## src/rtl/constants_pkg.sv

```systemverilog
// Project-wide constants shared by the bus sequencer and its neighbours.
package constants_pkg;

    localparam int unsigned WORD_W = 32;

    typedef logic [WORD_W-1:0] word_t;

    // Unit id that no bus agent answers to.
    localparam logic [3:0] ID_NONE = 4'hF;

endpackage

```

## src/rtl/seq_pkg.sv

```systemverilog
// Types and helpers for argon_bus_sequencer: FSM states and the packed transfer instruction.
package seq_pkg;

    import constants_pkg::*;

    typedef enum logic [1:0] {
        StIdle,
        StDrive,
        StCommit,
        StError
    } seq_state_t;

    typedef struct packed {
        logic [3:0] src_id;
        logic [3:0] src_cmd;
        logic [3:0] dst_id;
        logic [3:0] dst_cmd;
    } seq_instr_t;

    localparam seq_instr_t InstrNone = '{
        src_id:  ID_NONE,
        src_cmd: 4'h0,
        dst_id:  ID_NONE,
        dst_cmd: 4'h0
    };

    // A transfer onto itself or to/from the unassigned id cannot be executed.
    function automatic logic instr_invalid(input seq_instr_t instr);
        return (instr.src_id == instr.dst_id) || (instr.src_id == ID_NONE) ||
               (instr.dst_id == ID_NONE);
    endfunction

endpackage

```

## src/rtl/argon_seq_fifo.sv

```systemverilog
// Instruction queue for argon_bus_sequencer: power-of-two ring buffer with flush.
module argon_seq_fifo
    import seq_pkg::*;
#(
    parameter int unsigned DEPTH = 4
) (
    input  logic                         clk_i,
    input  logic                         rst_i,
    input  logic                         push_i,
    input  seq_instr_t                   data_i,
    input  logic                         pop_i,
    output seq_instr_t                   data_o,
    input  logic                         flush_i,
    output logic                         full_o,
    output logic                         empty_o,
    output logic [$clog2(DEPTH + 1)-1:0] count_o
);

    localparam int unsigned PtrW = $clog2(DEPTH);
    localparam int unsigned CntW = $clog2(DEPTH + 1);

    logic [PtrW-1:0] rd_ptr_q, wr_ptr_q;
    logic [CntW-1:0] count_q;
    seq_instr_t      mem_q [DEPTH];
    logic            do_push, do_pop;

    assign full_o  = (count_q == CntW'(DEPTH));
    assign empty_o = (count_q == '0);
    assign count_o = count_q;
    assign data_o  = mem_q[rd_ptr_q];

    assign do_push = push_i && !full_o;
    assign do_pop  = pop_i && !empty_o;

    always_ff @(posedge clk_i or posedge rst_i) begin
        if (rst_i) begin
            rd_ptr_q <= '0;
            wr_ptr_q <= '0;
            count_q  <= '0;
        end else if (flush_i) begin
            rd_ptr_q <= '0;
            wr_ptr_q <= '0;
            count_q  <= '0;
        end else begin
            if (do_push) begin
                wr_ptr_q <= wr_ptr_q + PtrW'(1);
            end
            if (do_pop) begin
                rd_ptr_q <= rd_ptr_q + PtrW'(1);
            end
            if (do_push && !do_pop) begin
                count_q <= count_q + CntW'(1);
            end else if (!do_push && do_pop) begin
                count_q <= count_q - CntW'(1);
            end
        end
    end

    // Storage needs no reset; the pointers define which entries are live.
    always_ff @(posedge clk_i) begin
        if (do_push && !flush_i) begin
            mem_q[wr_ptr_q] <= data_i;
        end
    end

endmodule

```

## src/rtl/argon_bus_sequencer.sv

```systemverilog
// Queues bus transfer instructions and drives the master bus mux one transfer at a time.
// Optional DRIVE-state watchdog enabled by defining ARGON_SEQ_TIMEOUT_EN.
module argon_bus_sequencer
    import constants_pkg::*;
    import seq_pkg::*;
#(
    parameter int unsigned FIFO_DEPTH     = 4,
    parameter int unsigned TIMEOUT_CYCLES = 16
) (
    input  logic       i_Clk,
    input  logic       i_Reset,
    input  word_t      i_instr,
    input  logic       i_instr_valid,
    output logic       o_instr_ready,
    input  logic       i_bus_valid,
    output logic [3:0] o_write_id,
    output logic [3:0] o_write_command,
    output logic [3:0] o_read_id,
    output logic [3:0] o_read_command,
    output logic       o_busy,
    output logic       o_done,
    output logic       o_error,
    input  logic       i_error_clear
);

    localparam int unsigned CntW = $clog2(FIFO_DEPTH + 1);

    if (FIFO_DEPTH < 2 || (FIFO_DEPTH & (FIFO_DEPTH - 1)) != 0 || TIMEOUT_CYCLES == 0)
    begin : g_bad_params
        $error("argon_bus_sequencer: FIFO_DEPTH must be a power of two >= 2, TIMEOUT_CYCLES > 0");
    end

    seq_state_t state_q;
    seq_instr_t cur_q;
    logic       busy_q, done_q, error_q;

    logic       fifo_push, fifo_pop, fifo_flush, fifo_full, fifo_empty;
    seq_instr_t fifo_head;
    logic [CntW-1:0]        unused_fifo_count;
    logic [WORD_W-17:0]     unused_instr_hi;

    assign unused_instr_hi = i_instr[WORD_W-1:16];

    assign o_instr_ready = !fifo_full && (state_q != StError);
    assign fifo_push     = i_instr_valid && o_instr_ready;
    // The head is consumed whenever the FSM is ready to start a new transfer.
    assign fifo_pop      = ((state_q == StIdle) || (state_q == StCommit)) && !fifo_empty;
    assign fifo_flush    = (state_q == StError);

    argon_seq_fifo #(
        .DEPTH (FIFO_DEPTH)
    ) u_fifo (
        .clk_i   (i_Clk),
        .rst_i   (i_Reset),
        .push_i  (fifo_push),
        .data_i  (seq_instr_t'(i_instr[15:0])),
        .pop_i   (fifo_pop),
        .data_o  (fifo_head),
        .flush_i (fifo_flush),
        .full_o  (fifo_full),
        .empty_o (fifo_empty),
        .count_o (unused_fifo_count)
    );

`ifdef ARGON_SEQ_TIMEOUT_EN
    localparam int unsigned TmoW = $clog2(TIMEOUT_CYCLES + 1);
    logic [TmoW-1:0] tmo_q;
`endif

    // cur_q doubles as the registered mux/command output; it holds InstrNone outside a transfer.
    always_ff @(posedge i_Clk or posedge i_Reset) begin
        if (i_Reset) begin
            state_q <= StIdle;
            cur_q   <= InstrNone;
            busy_q  <= 1'b0;
            done_q  <= 1'b0;
            error_q <= 1'b0;
`ifdef ARGON_SEQ_TIMEOUT_EN
            tmo_q   <= '0;
`endif
        end else begin
            done_q <= 1'b0;
            unique case (state_q)
                StIdle, StCommit: begin
                    if (fifo_pop) begin
                        busy_q <= 1'b1;
                        if (instr_invalid(fifo_head)) begin
                            state_q <= StError;
                            cur_q   <= InstrNone;
                            error_q <= 1'b1;
                        end else begin
                            state_q <= StDrive;
                            cur_q   <= fifo_head;
`ifdef ARGON_SEQ_TIMEOUT_EN
                            tmo_q   <= '0;
`endif
                        end
                    end else begin
                        state_q <= StIdle;
                        cur_q   <= InstrNone;
                        busy_q  <= 1'b0;
                    end
                end
                StDrive: begin
                    if (i_bus_valid) begin
                        state_q <= StCommit;
                        done_q  <= 1'b1;
                    end
`ifdef ARGON_SEQ_TIMEOUT_EN
                    else if (tmo_q == TmoW'(TIMEOUT_CYCLES - 1)) begin
                        state_q <= StError;
                        cur_q   <= InstrNone;
                        error_q <= 1'b1;
                    end else begin
                        tmo_q <= tmo_q + TmoW'(1);
                    end
`endif
                end
                StError: begin
                    if (i_error_clear) begin
                        state_q <= StIdle;
                        error_q <= 1'b0;
                        busy_q  <= 1'b0;
                    end
                end
                default: begin
                    state_q <= StIdle;
                end
            endcase
        end
    end

    assign o_write_id      = cur_q.src_id;
    assign o_write_command = cur_q.src_cmd;
    assign o_read_id       = cur_q.dst_id;
    assign o_read_command  = cur_q.dst_cmd;
    assign o_busy          = busy_q;
    assign o_done          = done_q;
    assign o_error         = error_q;

endmodule

```

## config.mk

```make
export PLATFORM = sky130hd
export DESIGN_NAME = argon_bus_sequencer
export DESIGN_NICKNAME = d
export VERILOG_FILES = /design/src/rtl/constants_pkg.sv /design/src/rtl/seq_pkg.sv /design/src/rtl/argon_seq_fifo.sv /design/src/rtl/argon_bus_sequencer.sv
export SDC_FILE = /design/constraint.sdc
export NUM_CORES = 1
export LEC_CHECK = 0
export CAP_MARGIN = 20
export CORE_MARGIN = 8
export CORE_UTILIZATION = 50
export DETAILED_ROUTE_END_ITERATION = 10
export PLACE_DENSITY = 0.75
export SYNTH_ARGS = -nofsm -noshare
export SYNTH_HDL_FRONTEND = slang
export SYNTH_SLANG_ARGS = --single-unit
```

## constraint.sdc

```tcl
create_clock -name i_Clk -period 2.5 [get_ports i_Clk]
set_input_delay 0.5 -clock i_Clk [delete_from_list [all_inputs] [get_ports i_Clk]]
set_output_delay 0.5 -clock i_Clk [all_outputs]
set_load 0.005 [all_outputs]
```

Yosys cells after proc, flatten, opt, wreduce, memory -nomap -nowiden
Memories as Yosys holds them, arrays and structs flattened. Index checks and enable logic that the tools add are counted.

Input bits: 37. Output and inout port bits: 20. Logic and storage cells: 78. Register bits: 28. Memories: 1. RAM bits: 64.

Memory list: u_fifo.mem_q (depth 4, bits a word 16, read ports 1, clocked after Yosys merged registers in 0, wr ports 1, line argon_seq_fifo.sv:24) `seq_instr_t mem_q [DEPTH];`.

Add/subtract/negate cells: 4. Mux-type cells: 24. Equal/unequal tests: 12. Reductions and logical operators: 26.

Operator list (count): $mux 16 (2); $mux 2 (8); $mux 3 (3); $eq 4x4->1 const B (2); $logic_and 1x1->1 (8); $mux 1 (8); $ne 2x2->1 const B (4); $pmux 2 s3 (1); $reduce_bool 2->1 (3); $logic_not 1->1 (5); $add 2x1->2 const B (2); $eq 2x2->1 const B (2); $eq 4x4->1 (1); $pmux 1 s2 (2); $reduce_and 2->1 (2); $reduce_and 4->1 (1); $add 3x1->3 const B (1); $eq 3x3->1 const B (1); $logic_not 3->1 (1); $logic_or 1x1->1 (3); $reduce_bool 3->1 (1); $sub 3x1->3 const B (1); $eq 2x1->1 const B (1); $logic_not 2->1 (1); 2 further kinds (2).

Depth between registers and ports, before layout
Gate-level depths: netlist of the first run.

Word-level depth: 10. Gate-level depth with buffers: 8.

Modules after synthesis
From an unflattened synthesis of the first run, not the netlist that was laid out.

Cell total of the unflattened synthesis: 245. Area, all modules: 3922.5 sq um.

By module, submodules not included: argon_seq_fifo (area each 2885.3 sq um, seq. area each 2097.0 sq um, times used 1, cells an instance 148); argon_bus_sequencer (area each 1037.2 sq um, seq. area each 535.5 sq um, times used 1, cells an instance 97).

Worst setup path after synthesis of the first run
No wires, ideal clock.

Kind: register to register. Start point: register u_fifo.count_q[0] (netlist: u_fifo.count_o[0]). End point: register u_fifo.count_q[2] (netlist: u_fifo.count_o[2]). Required time: 2.418 ns. Arrival time: 1.977 ns. Buffers on the path: 0. Slack: 0.442 ns. Clock period less this slack: 2.058 ns. Stages on the path, launching flop included: 7. Cells stage by stage: dfrtp_1 or2_2 o211ai_2 nor2_1 fa_1 or3_1 a31oi_1.

Longest elaborated chain between the ends: 8.

Ends and longest elaborated chain: start, declared (line argon_seq_fifo.sv:23) `logic [CntW-1:0] count_q;`; start signal, assigned (line argon_seq_fifo.sv:52) `count_q <= count_q + CntW'(1);`; start signal, assigned (line argon_seq_fifo.sv:54) `count_q <= count_q - CntW'(1);`; branches (longest 8 deep; another with $sub 3x1->3).

Parallel ways; which one is timed is not known. The select of a mux whose other input is x is not followed. A chain may end at the register's enable or synchronous reset.

Worst setup path after layout of the first run
Start point: register state_q[1]. End point: output o_instr_ready.

Longest elaborated chain between the ends: 2.

Ends and longest elaborated chain: start, declared (line argon_bus_sequencer.sv:33) `seq_state_t state_q;`; start signal, assigned (line argon_bus_sequencer.sv:73) `state_q <= StIdle;`; start signal, assigned (line argon_bus_sequencer.sv:88) `state_q <= StError;`; start signal, assigned (line argon_bus_sequencer.sv:92) `state_q <= StDrive;`; $ne 2x2->1 (line argon_bus_sequencer.sv:44) `assign o_instr_ready = !fifo_full && (state_q != StError);`; $logic_and 1x1->1 (line argon_bus_sequencer.sv:44); end, declared (line argon_bus_sequencer.sv:14) `output logic o_instr_ready,`.

Every way passes these cells.

==> flow_summary.yaml, run 1 <==
run_status:
  run_status: "finished clean"
worst_setup_path:
  cp_data_arrival_time_ps: 1820
  path_max_fanout: 6
  kind_of_end_point_of_the_critical_path: "primary output"
  worstPathRequired_ps: 2000
  crit_type: "register to primary output"
  crit-reg2reg-launch: "u_fifo.rd_ptr_q[0]"
  startpoint_type_of_the_worst_setup_path: "register"
  cp-startpoint: "state_q[1]"
yosys:
  synth_simple_gate_area_share: 0.0687
  synth_fa_ha_area_frac: 0.0182
  synth.area.top_cells: "sky130_fd_sc_hd__edfxtp_1 50%, sky130_fd_sc_hd__dfrtp_1 13%, sky130_fd_sc_hd__mux4_2 9.4%"
  synth_fp_nets: 262
  synth_top_cell_area_share: 0.500
  syn_std_cell_area_um2: 3840
  combinational_family_with_the_most_area_after_synthesis: "multiplexers"
  yosys_warnings: 0
  synth_compound_area_frac: 0.0759
  synth_xor_xnor_area_share: 0.0238
  synth_largest_area_cell: "sky130_fd_sc_hd__edfxtp_1"
  ys_seq_area_frac: 0.685
  synth_area_per_cell_um2: 17.5
  yosys_reg_bits: 92
  syn-instance-count: 220
  count_of_cell_types_in_the_netlist: 40
  synth_mux_area_frac: 0.102
global_routing:
  initial_antenna_violation_count: 0
  grt_max_degree: 29
  gr-total-overflow: 0
  grt_pass1_vias: 2245
  groute.usage.overall: 0.142
  grt_first_pass_wirelength_um: 12000
timing:
  tightest_slew_ps: 492
  clock_skew_ps: 13.9
  report.final.slew_viol_count: 0
  maxClockFrequency_ghz: 0.432
  slew_headroom: 0.671
  timing.final.crit_period_ps: 2320
  setup-violations-final: 0
  setup_total_negative_slack_ps: 0
  finalHoldViolCount: 0
  min_period_over_period: 0.926
  rsz0062_at_grt: "false"
die:
  die-height_um: 104
  ios: 57
  initial_utilization: 0.508
  core.rowCount: 32
  die_width_um: 104
  core_um2: 7570
  fp.dieArea_um2: 10700
layout:
  layout.cells.most_common: "sky130_fd_sc_hd__edfxtp_1"
  stdcell_area_um2: 4600
  area_delta_synth_final_pct: 19.7
  post_route_cells_drive_above_1_share: 0.251
  layout.cells.most_common_list: "64 x sky130_fd_sc_hd__edfxtp_1, 40 x sky130_fd_sc_hd__clkdlybuf4s50_1, 20 x sky130_fd_sc_hd__dfrtp_1, 16 x sky130_fd_sc_hd__mux4_2, 12 x sky130_fd_sc_hd__and3_1"
  diodes_inserted: 0
  final_net_count: 312
  finish.cell_count_without_fillers: 377
clocking:
  post_cts_hold_buffer_count: 0
  cts-root-buf: "sky130_fd_sc_hd__clkbuf_8"
  clock_tree_sinks: 92
  cts-htree-levels: 3
  cts_buffer_depth: 2
  clkLatencyLatePin_ps: 360
  clkSlewWorstSetupHoldPaths_ps: 100
  cts_post_setup_buffers_inserted: 0
  clock_buffers_created_by_tritoncts: 9
  cts_tree: "yes"
place:
  dp.final_hpwl_um: 4670
  portBuffers: 40
  dp_cells: 361
  gp_routability_congestion: 0.801
  dpl_cell_area_um2: 4400
detailed_routing:
  drt_pass1_iterations: 4
  vias: 2096
  postRouteWirelength_um: 7120
  final_ant_viol_nets: 0
  avgRoutedWirePerCell_um: 18.9
  detailedRoute.firstIterationViolations: 98
  post_drt_via_cell_ratio: 5.56
  remaining_drc_errors: 0
power:
  power.leakage_nw: 1.67
  p_per_area_nw_per_um2: 1220
  ir_worst_vdd_mv: 0.379
flow_run:
  timing.max_cap.violations: 0
min_path:
  worstHoldStart: "o_read_id[3]"
  holdCritPathClass: "register to register"
## where the power goes
part	internal, mW	switching [mW]	leakage (nW)
Combinational	1.21	1.20	0.662
Clock	0.376	0.536	0.0925
Sequential	2.10	0.197	0.918
## stage by stage
stage / util / hold slack [ps] / setup slack (ps) / power [mW]
6_report: 0.607 / 496 / 184 / 5.62
5_1_grt: 0.607 / 516 / 77.8 / 5.98
4_1_cts: 0.606 / 499 / 101 / 5.66
3_5_place_dp: 0.582 / 481 / 263 / 4.73
3_3_place_gp: 0.582 / 479 / 304 / 4.66
2_1_floorplan: - / 478 / 442 / 3.94
## Yosys cell counts (all sizes together)
cell	number
dfrtp	20
xor2	1
dfstp	8
inv	8
and2	2
or3	2
a32o	8
and4	2
a2111oi	1
clkbuf	5
ha	4
a31oi	2
nand4	1
buf	8
mux2	1
nand2	7
and3	12
nor2	8
or2	1
fa	1
mux2i	2
o22ai	1
a41oi	1
xnor2	6
o21bai	1
a21oi	1
nor3	8
o21ai	3
o211ai	3
a32oi	1
edfxtp	64
mux4	16
a2bb2oi	8
nand3	3
## layer usage
metal,vias up,GRT usage,part of all wire
li1,967,-,-
met3,11,0.0390,0.054
met2,55,0.222,0.49
met1,1063,0.180,0.43
met5,-,0,0
met4,0,0.0683,0.019
## flip-flops by register name, summed over array words and instances (netlist names)
| name | cells |
|---|---|
| o_busy | 1 |
| o_done | 1 |
| o_error | 1 |
| o_read_command | 4 |
| o_read_id | 4 |
| o_write_command | 4 |
| o_write_id | 4 |
| state_q | 2 |
| u_fifo.count_o | 3 |
| u_fifo.mem_q | 64 |
| u_fifo.rd_ptr_q | 2 |
| u_fifo.wr_ptr_q | 2 |
## repair_timing
item	CTS	global route
endpoints found under the hold margin	0	0
gates cloned	0	0
setup endpoints to repair	1	1
resized for setup	1	1
## worst max-delay path, stage by stage (launching register included)
cell and delay (ps):
sky130_fd_sc_hd__dfrtp_1 420, sky130_fd_sc_hd__and2_1 260, sky130_fd_sc_hd__a31oi_4 240, sky130_fd_sc_hd__clkdlybuf4s50_1 540
## area by class of cell
class                      instances  area [um^2]
fill                             566         2970
sequential                        92         2630
multi-input combinational        107         1120
timing repair buffer              52          503
tap                              102          128
clock buffer                       9          124
clock inverter                     7         56.3
inverter                           8         30.0
## path summary, 6_finish.rpt
| check | slack (ps) | to | depth (start not counted) |
|---|---|---|---|
| max in group asynchronous | 1660 | o_write_id[3] | 3 |
| min | 500 | o_read_id[3] | 1 |
| min reg2reg | 500 | o_read_id[3] | 1 |
| max reg2reg | 250 | o_write_command[1] | 5 |
| min in group asynchronous | 520 | o_busy | 3 |
| max | 180 | o_instr_ready | 3 |
## cell families (layout without fill, tap and decap cells)
family                   count (synthesis)  count (layout)
adder cells (fa/ha/maj)                  5               5
buffers and inverters                   21              76
AO/OA/AOI/OAI                           30              30
multiplexers                            19              19
XOR/XNOR                                 7               7
AND/OR/NAND/NOR                         46              46
flip-flops                              92              92
Note: power is estimated with default switching activity, not from simulation.
==> run 2: changes to the inputs <==
- CTS_BUF_LIST: unset -> sky130_fd_sc_hd__clkbuf_4 sky130_fd_sc_hd__clkbuf_8 sky130_fd_sc_hd__clkbuf_16
- clock period: 2.5 -> 2.54 ns (I/O delays scaled with it)
==> run 2 against run 1 <==
Compared with the run above: clock-buffer cell count up 1; cell area rose by 1.1%; die area did not move; utilization is 0.69 points higher; register-to-register slack gained 80 ps; critical path type unchanged; largest cell class unchanged; largest power group unchanged.
==> flow_summary.yaml, run 2 (synthesis results as in run 1) <==
timing:
  rsz0062_at_grt: "false"
  maxClockFrequency_ghz: 0.417
  setup-violations-final: 0
  fin_worst_hold_slack_ps: 493
  timing.final.crit_period_ps: 2400
  report.final.slew_viol_count: 0
  slew_headroom: 0.644
  tightest_slew_ps: 533
  clock_skew_ps: 7.53
  min_period_over_period: 0.945
  finalHoldViolCount: 0
  setup_total_negative_slack_ps: 0
detailed_routing:
  final_ant_viol_nets: 0
  post_drt_via_cell_ratio: 5.63
  vias: 2121
  avgRoutedWirePerCell_um: 19.7
  remaining_drc_errors: 0
  postRouteWirelength_um: 7440
  drt_pass1_iterations: 4
  detailedRoute.firstIterationViolations: 91
clocking:
  cts_post_setup_buffers_inserted: 0
  cts_buffer_depth: 2
  cts-htree-levels: 3
  clock_buffers_created_by_tritoncts: 9
  cts-root-buf: "sky130_fd_sc_hd__clkbuf_8"
  clkLatencyLatePin_ps: 350
  clock_tree_sinks: 92
  clkSlewWorstSetupHoldPaths_ps: 90
  cts_tree: "yes"
global_routing:
  groute.usage.overall: 0.146
  grt_pass1_vias: 2289
  gr-total-overflow: 0
  initial_antenna_violation_count: 0
  grt_max_degree: 29
  grt_first_pass_wirelength_um: 12300
worst_setup_path:
  timing.critical_path.slowest_cell_delay_ps: 560
  worstPathCellList: "and2_1, a31oi_2, clkdlybuf4s50_1"
  bufs_and_invs_on_worst_path: 1
  critical_path.top_delay_family: "buffers and inverters"
  path_max_fanout: 6
  critical-path-slowest-cell: "sky130_fd_sc_hd__clkdlybuf4s50_1"
  cp_data_arrival_time_ps: 1890
  kind_of_end_point_of_the_critical_path: "primary output"
  startpoint_type_of_the_worst_setup_path: "register"
  crit_type: "register to primary output"
  cp_num_cells: 3
  timing.reg2reg.worst_path_depth: 5
  worstPathRequired_ps: 2030
power:
  ir_worst_vdd_mv: 0.491
  p_per_area_nw_per_um2: 1240
  power.leakage_nw: 1.70
place:
  dp_cells: 361
  dp.final_hpwl_um: 4800
  gp_routability_congestion: 0.810
  portBuffers: 40
run_status:
  run_status: "finished clean"
layout:
  finish.cell_count_without_fillers: 377
  diodes_inserted: 0
  layout.filler_cells: 563
  reg_area_um2: 2630
  multiInputGateArea_um2: 1110
  layout.cells.most_common_list: "64 x sky130_fd_sc_hd__edfxtp_1, 40 x sky130_fd_sc_hd__clkdlybuf4s50_1, 20 x sky130_fd_sc_hd__dfrtp_1, 16 x sky130_fd_sc_hd__mux4_2, 12 x sky130_fd_sc_hd__and3_1"
  post_route_cells_drive_above_1_share: 0.247
  area_delta_synth_final_pct: 21.0
  layout.cells.most_common: "sky130_fd_sc_hd__edfxtp_1"
  largest_register_ffs: 64
  final_net_count: 312
  max_flop_register: "u_fifo.mem_q"
die:
  die-height_um: 104
  die_width_um: 104
  ios: 57
  core_um2: 7570
  core.rowCount: 32
  initial_utilization: 0.508
  fp.dieArea_um2: 10700
min_path:
  holdCritPathClass: "register to register"
  hold_path_depth: 1
flow_run:
  timing.max_cap.violations: 0
==> run 2: worst reg2reg max path: stages, from the launching register on <==
cell and delay, ps:
sky130_fd_sc_hd__dfrtp_1 370, sky130_fd_sc_hd__buf_12 200, sky130_fd_sc_hd__mux4_2 610, sky130_fd_sc_hd__xnor2_2 220, sky130_fd_sc_hd__nand4_4 340, sky130_fd_sc_hd__a32o_1 350
==> run 2: layer usage <==
metal  track usage  vias up  share of wire  wire [um]
met5             0        -              0          0
met4        0.0610        0          0.013         97
met3        0.0390        6          0.046        341
met2         0.251       51           0.51       3830
met1         0.170     1097           0.43       3180
li1              -      967              -          -
==> run 2: path summary, 6_finish.rpt <==
check,start,to,slack [ps]
min in group asynchronous,i_Reset,u_fifo.count_o[2],530
max,state_q[1],o_instr_ready,140
min,o_read_id[0],o_read_id[0],490
max in group asynchronous,i_Reset,o_read_id[3],1700
min reg2reg,o_read_id[0],o_read_id[0],490
max reg2reg,u_fifo.rd_ptr_q[0],o_read_command[1],330
==> run 2: through the flow <==
step	worst slack (ps)	area [um^2]	utilization	power [mW]
floorplan	482	3840	-	3.88
global placement	340	4400	0.582	4.59
detailed placement	311	4400	0.582	4.67
CTS	22.4	4640	0.614	5.85
global route	53.0	4650	0.614	6.13
finish	140	4650	0.614	5.79
==> run 2: final cells by class <==
cell class / count / share of cell area
Clock buffer: 10 / 0.0283
Clock inverter: 6 / 0.0237
Inverter: 8 / 0.00646
Multi-Input combinational cell: 107 / 0.240
Sequential cell: 92 / 0.566
Tap cell: 102 / 0.0274
Timing Repair Buffer: 52 / 0.108
==> run 2: where the power goes <==
| part | internal, mW | total [mW] | switching (mW) | leakage, nW |
|---|---|---|---|---|
| logic | 1.19 | 2.37 | 1.18 | 0.661 |
| clock network | 0.665 | 1.16 | 0.492 | 0.118 |
| registers | 2.07 | 2.26 | 0.196 | 0.918 |
| total | 3.92 | 5.79 | 1.87 | 1.70 |
==> run 2: timing repair <==
action                     in CTS  in global routing
setup endpoints to repair       0                  1
hold buffers                    0                  0
gates resized for setup         0                  1
==> run 3: changes to the inputs <==
- ABC_AREA: unset -> 1
- PLACE_DENSITY: 0.75 -> 0.74
==> run 3 against run 2 <==
Compared with the run above: worst hold slack gained 0.56 ps; largest cell class unchanged; non-clock buffer count fell by 3; flip-flop and latch count unchanged; clock power decreased by 13%; clock-buffer cell count fell by 1; critical endpoint unchanged; first-iteration DRC count is 73% higher; power is 2.6% higher; wire length rose by 13%; combinational power increased by 11%; via count rose by 37%; critical path type unchanged.
==> flow_summary.yaml, run 3 <==
run_status:
  run_status: "finished clean"
yosys:
  number_of_synthesized_flops_with_an_enable_pin: 64
  yosys_warnings: 0
  syn-instance-count: 415
  syn_std_cell_area_um2: 4130
  synth.area.top_cells: "sky130_fd_sc_hd__edfxtp_1 47%, sky130_fd_sc_hd__dfrtp_1 12%, sky130_fd_sc_hd__nand2_1 11%"
  ys_seq_area_frac: 0.637
  synth_async_sr_flop_share: 0.304
  synth_largest_area_cell: "sky130_fd_sc_hd__edfxtp_1"
  synth_fp_nets: 457
  leading_cell_types_by_count_after_synthesis: "124 x sky130_fd_sc_hd__nand2_1, 64 x sky130_fd_sc_hd__edfxtp_1, 49 x sky130_fd_sc_hd__nor2_1"
  synth_top_flop_cell: "sky130_fd_sc_hd__edfxtp_1"
  yosys_reg_bits: 92
  yosys.cell_count.top_type: "sky130_fd_sc_hd__nand2_1"
  count_of_cell_types_in_the_netlist: 26
  synth_top_cell_area_share: 0.465
  synth_area_per_cell_um2: 9.96
detailed_routing:
  vias: 2907
  detailroute.wirelength.met3_um: 507
  wl_met2_um: 4110
  avgRoutedWirePerCell_um: 14.8
  final_ant_viol_nets: 0
  route.top_layer_used: "met4"
  postRouteWirelength_um: 8390
  detailedRoute.firstIterationViolations: 157
  met1Wirelength_um: 3560
  remaining_drc_errors: 0
  drt_pass1_iterations: 5
  post_drt_via_cell_ratio: 5.12
clocking:
  cts_resized: 0
  clkSlewWorstSetupHoldPaths_ps: 100
  cts_post_setup_buffers_inserted: 0
  clock_tree_sinks: 92
  cts_buffer_depth: 2
  post_cts_hold_buffer_count: 0
  cts-htree-levels: 3
  clkLatencyLatePin_ps: 370
  cts-root-buf: "sky130_fd_sc_hd__clkbuf_8"
  cts_tree: "yes"
  clock_buffers_created_by_tritoncts: 9
place:
  dp.final_hpwl_um: 5450
  dpl_cell_area_um2: 4620
  dp_worst_setup_slack_ps: 421
  portBuffers: 40
  gp_routability_congestion: 0.792
  dp_cells: 552
worst_setup_path:
  worst-r2r-setup-slack_ps: 470
  worstPathCellList: "nand2_1, inv_1, a31oi_2, clkdlybuf4s50_1"
  critical-path-slowest-cell: "sky130_fd_sc_hd__clkdlybuf4s50_1"
  timing.reg2reg.worst_path_depth: 12
  reg2reg_to: "state_q[1]"
  crit-reg2reg-launch: "u_fifo.rd_ptr_q[0]"
  worstPathRequired_ps: 2030
  cp_data_arrival_time_ps: 1860
  crit_type: "register to primary output"
  kind_of_end_point_of_the_critical_path: "primary output"
  timing.critical_path.slowest_cell_delay_ps: 550
  startpoint_type_of_the_worst_setup_path: "register"
  path_max_fanout: 11
layout:
  post_route_cells_drive_above_1_share: 0.130
  finish.cell_count_without_fillers: 568
  layout.cells.most_common_list: "124 x sky130_fd_sc_hd__nand2_1, 64 x sky130_fd_sc_hd__edfxtp_1, 49 x sky130_fd_sc_hd__nor2_1, 40 x sky130_fd_sc_hd__clkdlybuf4s50_1, 38 x sky130_fd_sc_hd__nand3_1"
  area_delta_synth_final_pct: 16.9
  max_flop_register: "u_fifo.mem_q"
  layout.cells.most_common: "sky130_fd_sc_hd__nand2_1"
  diodes_inserted: 0
  stdcell_area_um2: 4830
  largest_register_ffs: 64
  final_net_count: 500
min_path:
  holdCritPathClass: "register to register"
  worstHoldStart: "o_read_command[1]"
  worstHoldEndpoint: "o_read_command[1]"
  hold_path_depth: 2
timing:
  postLayoutSetupSlackWorst_ps: 172
  maxClockFrequency_ghz: 0.422
  tightest_slew_ps: 475
  fin_worst_hold_slack_ps: 494
  timing.final.crit_period_ps: 2370
  report.final.slew_viol_count: 0
  setup-violations-final: 0
  finalHoldViolCount: 0
  clock_skew_ps: 13.8
  min_period_over_period: 0.932
  slew_headroom: 0.683
  setup_total_negative_slack_ps: 0
  rsz0062_at_grt: "false"
power:
  power.switching_fraction: 0.401
  internal_power_mw: 3.55
  p_comb_frac: 0.445
  p_per_area_nw_per_um2: 1230
  p_clk_frac: 0.171
  power.leakage_nw: 2.06
  power.share.sequential: 0.384
  net_switching_power_of_the_design_mw: 2.38
  ir_worst_vdd_mv: 0.607
die:
  die-height_um: 107
  initial_utilization: 0.508
  fp.dieArea_um2: 11400
  die_width_um: 107
  core.rowCount: 33
  core_um2: 8130
  ios: 57
global_routing:
  grt_pass1_vias: 3060
  grt_max_degree: 37
  initial_antenna_violation_count: 0
  gr-total-overflow: 0
  grt_first_pass_wirelength_um: 14600
  groute.usage.overall: 0.162
flow_run:
  timing.max_cap.violations: 0
[run 3: cell count changes after synthesis, sizes merged, moves of 9 or more]
cell / previous run / this run
nand2: 7 / 131
or2: 1 / 10
and3: 12 / 0
mux4: 16 / 0
nand3: 3 / 41
inv: 8 / 32
o21ai: 3 / 23
nor2: 8 / 50
[run 3: routing by layer]
| metal | vias up | GRT usage |
|---|---|---|
| li1 | 1438 | - |
| met1 | 1376 | 0.191 |
| met2 | 76 | 0.269 |
| met3 | 17 | 0.0348 |
| met4 | 0 | 0.0905 |
| met5 | - | 0 |
[run 3: worst max-delay path: cells and delay by family, from the launching register on]
| kind | cells | cell delay [ps] |
|---|---|---|
| AO/OA/AOI/OAI | 1 | 230 |
| buffers and inverters | 2 | 640 |
| flip-flops | 1 | 510 |
| AND/OR/NAND/NOR | 1 | 120 |
[run 3: final cells by class]
| class | count | area [um^2] |
|---|---|---|
| Timing Repair Buffer | 49 | 468 |
| Fill cell | 657 | 3300 |
| Sequential cell | 92 | 2630 |
| Inverter | 32 | 125 |
| Tap cell | 105 | 131 |
| Clock buffer | 9 | 124 |
| Multi-Input combinational cell | 274 | 1270 |
| Clock inverter | 7 | 81.3 |
[run 3: through the flow]
| stage | util | power (mW) |
|---|---|---|
| after floorplan | - | 4.18 |
| after global placement | 0.569 | 4.86 |
| after detailed placement | 0.569 | 4.98 |
| after CTS | 0.594 | 6.00 |
| after global routing | 0.594 | 6.47 |
| final | 0.594 | 5.94 |
[run 3: power by group through the flow]
stage	sequential (mW)	combinational, mW	clock (mW)
2_1_floorplan	2.24	1.94	0
3_3_place_gp	2.29	2.57	0
3_5_place_dp	2.31	2.67	0
4_1_cts	2.28	2.68	1.03
5_1_grt	2.32	3.06	1.09
6_report	2.28	2.64	1.01
[run 3: kinds of logic (layout without fill, tap and decap cells)]
family / after synthesis / in the layout / share of synthesized area
buffers and inverters: 49 / 97 / 0.0563
AOI/OAI and AO/OA: 35 / 35 / 0.0454
adders and majority gates: 5 / 5 / 0.0170
DFF: 92 / 92 / 0.637
and+or+nand+nor: 232 / 232 / 0.240
xor gates and xnor gates: 2 / 2 / 0.00424
[run 3: how the worst max path moves through the flow]
| stage | startpoint | endpoint | slack [ps] | cells past startpoint |
|---|---|---|---|---|
| floorplan | state_q[0] | u_fifo.mem_q[0][0] | 450 | 5 |
| global placement | i_instr_valid | u_fifo.count_o[2] | 490 | 7 |
| detailed placement | i_instr_valid | u_fifo.count_o[2] | 420 | 7 |
| CTS | state_q[0] | o_instr_ready | 50 | 4 |
| global route | state_q[0] | o_instr_ready | 30 | 4 |
| finish | state_q[0] | o_instr_ready | 170 | 4 |
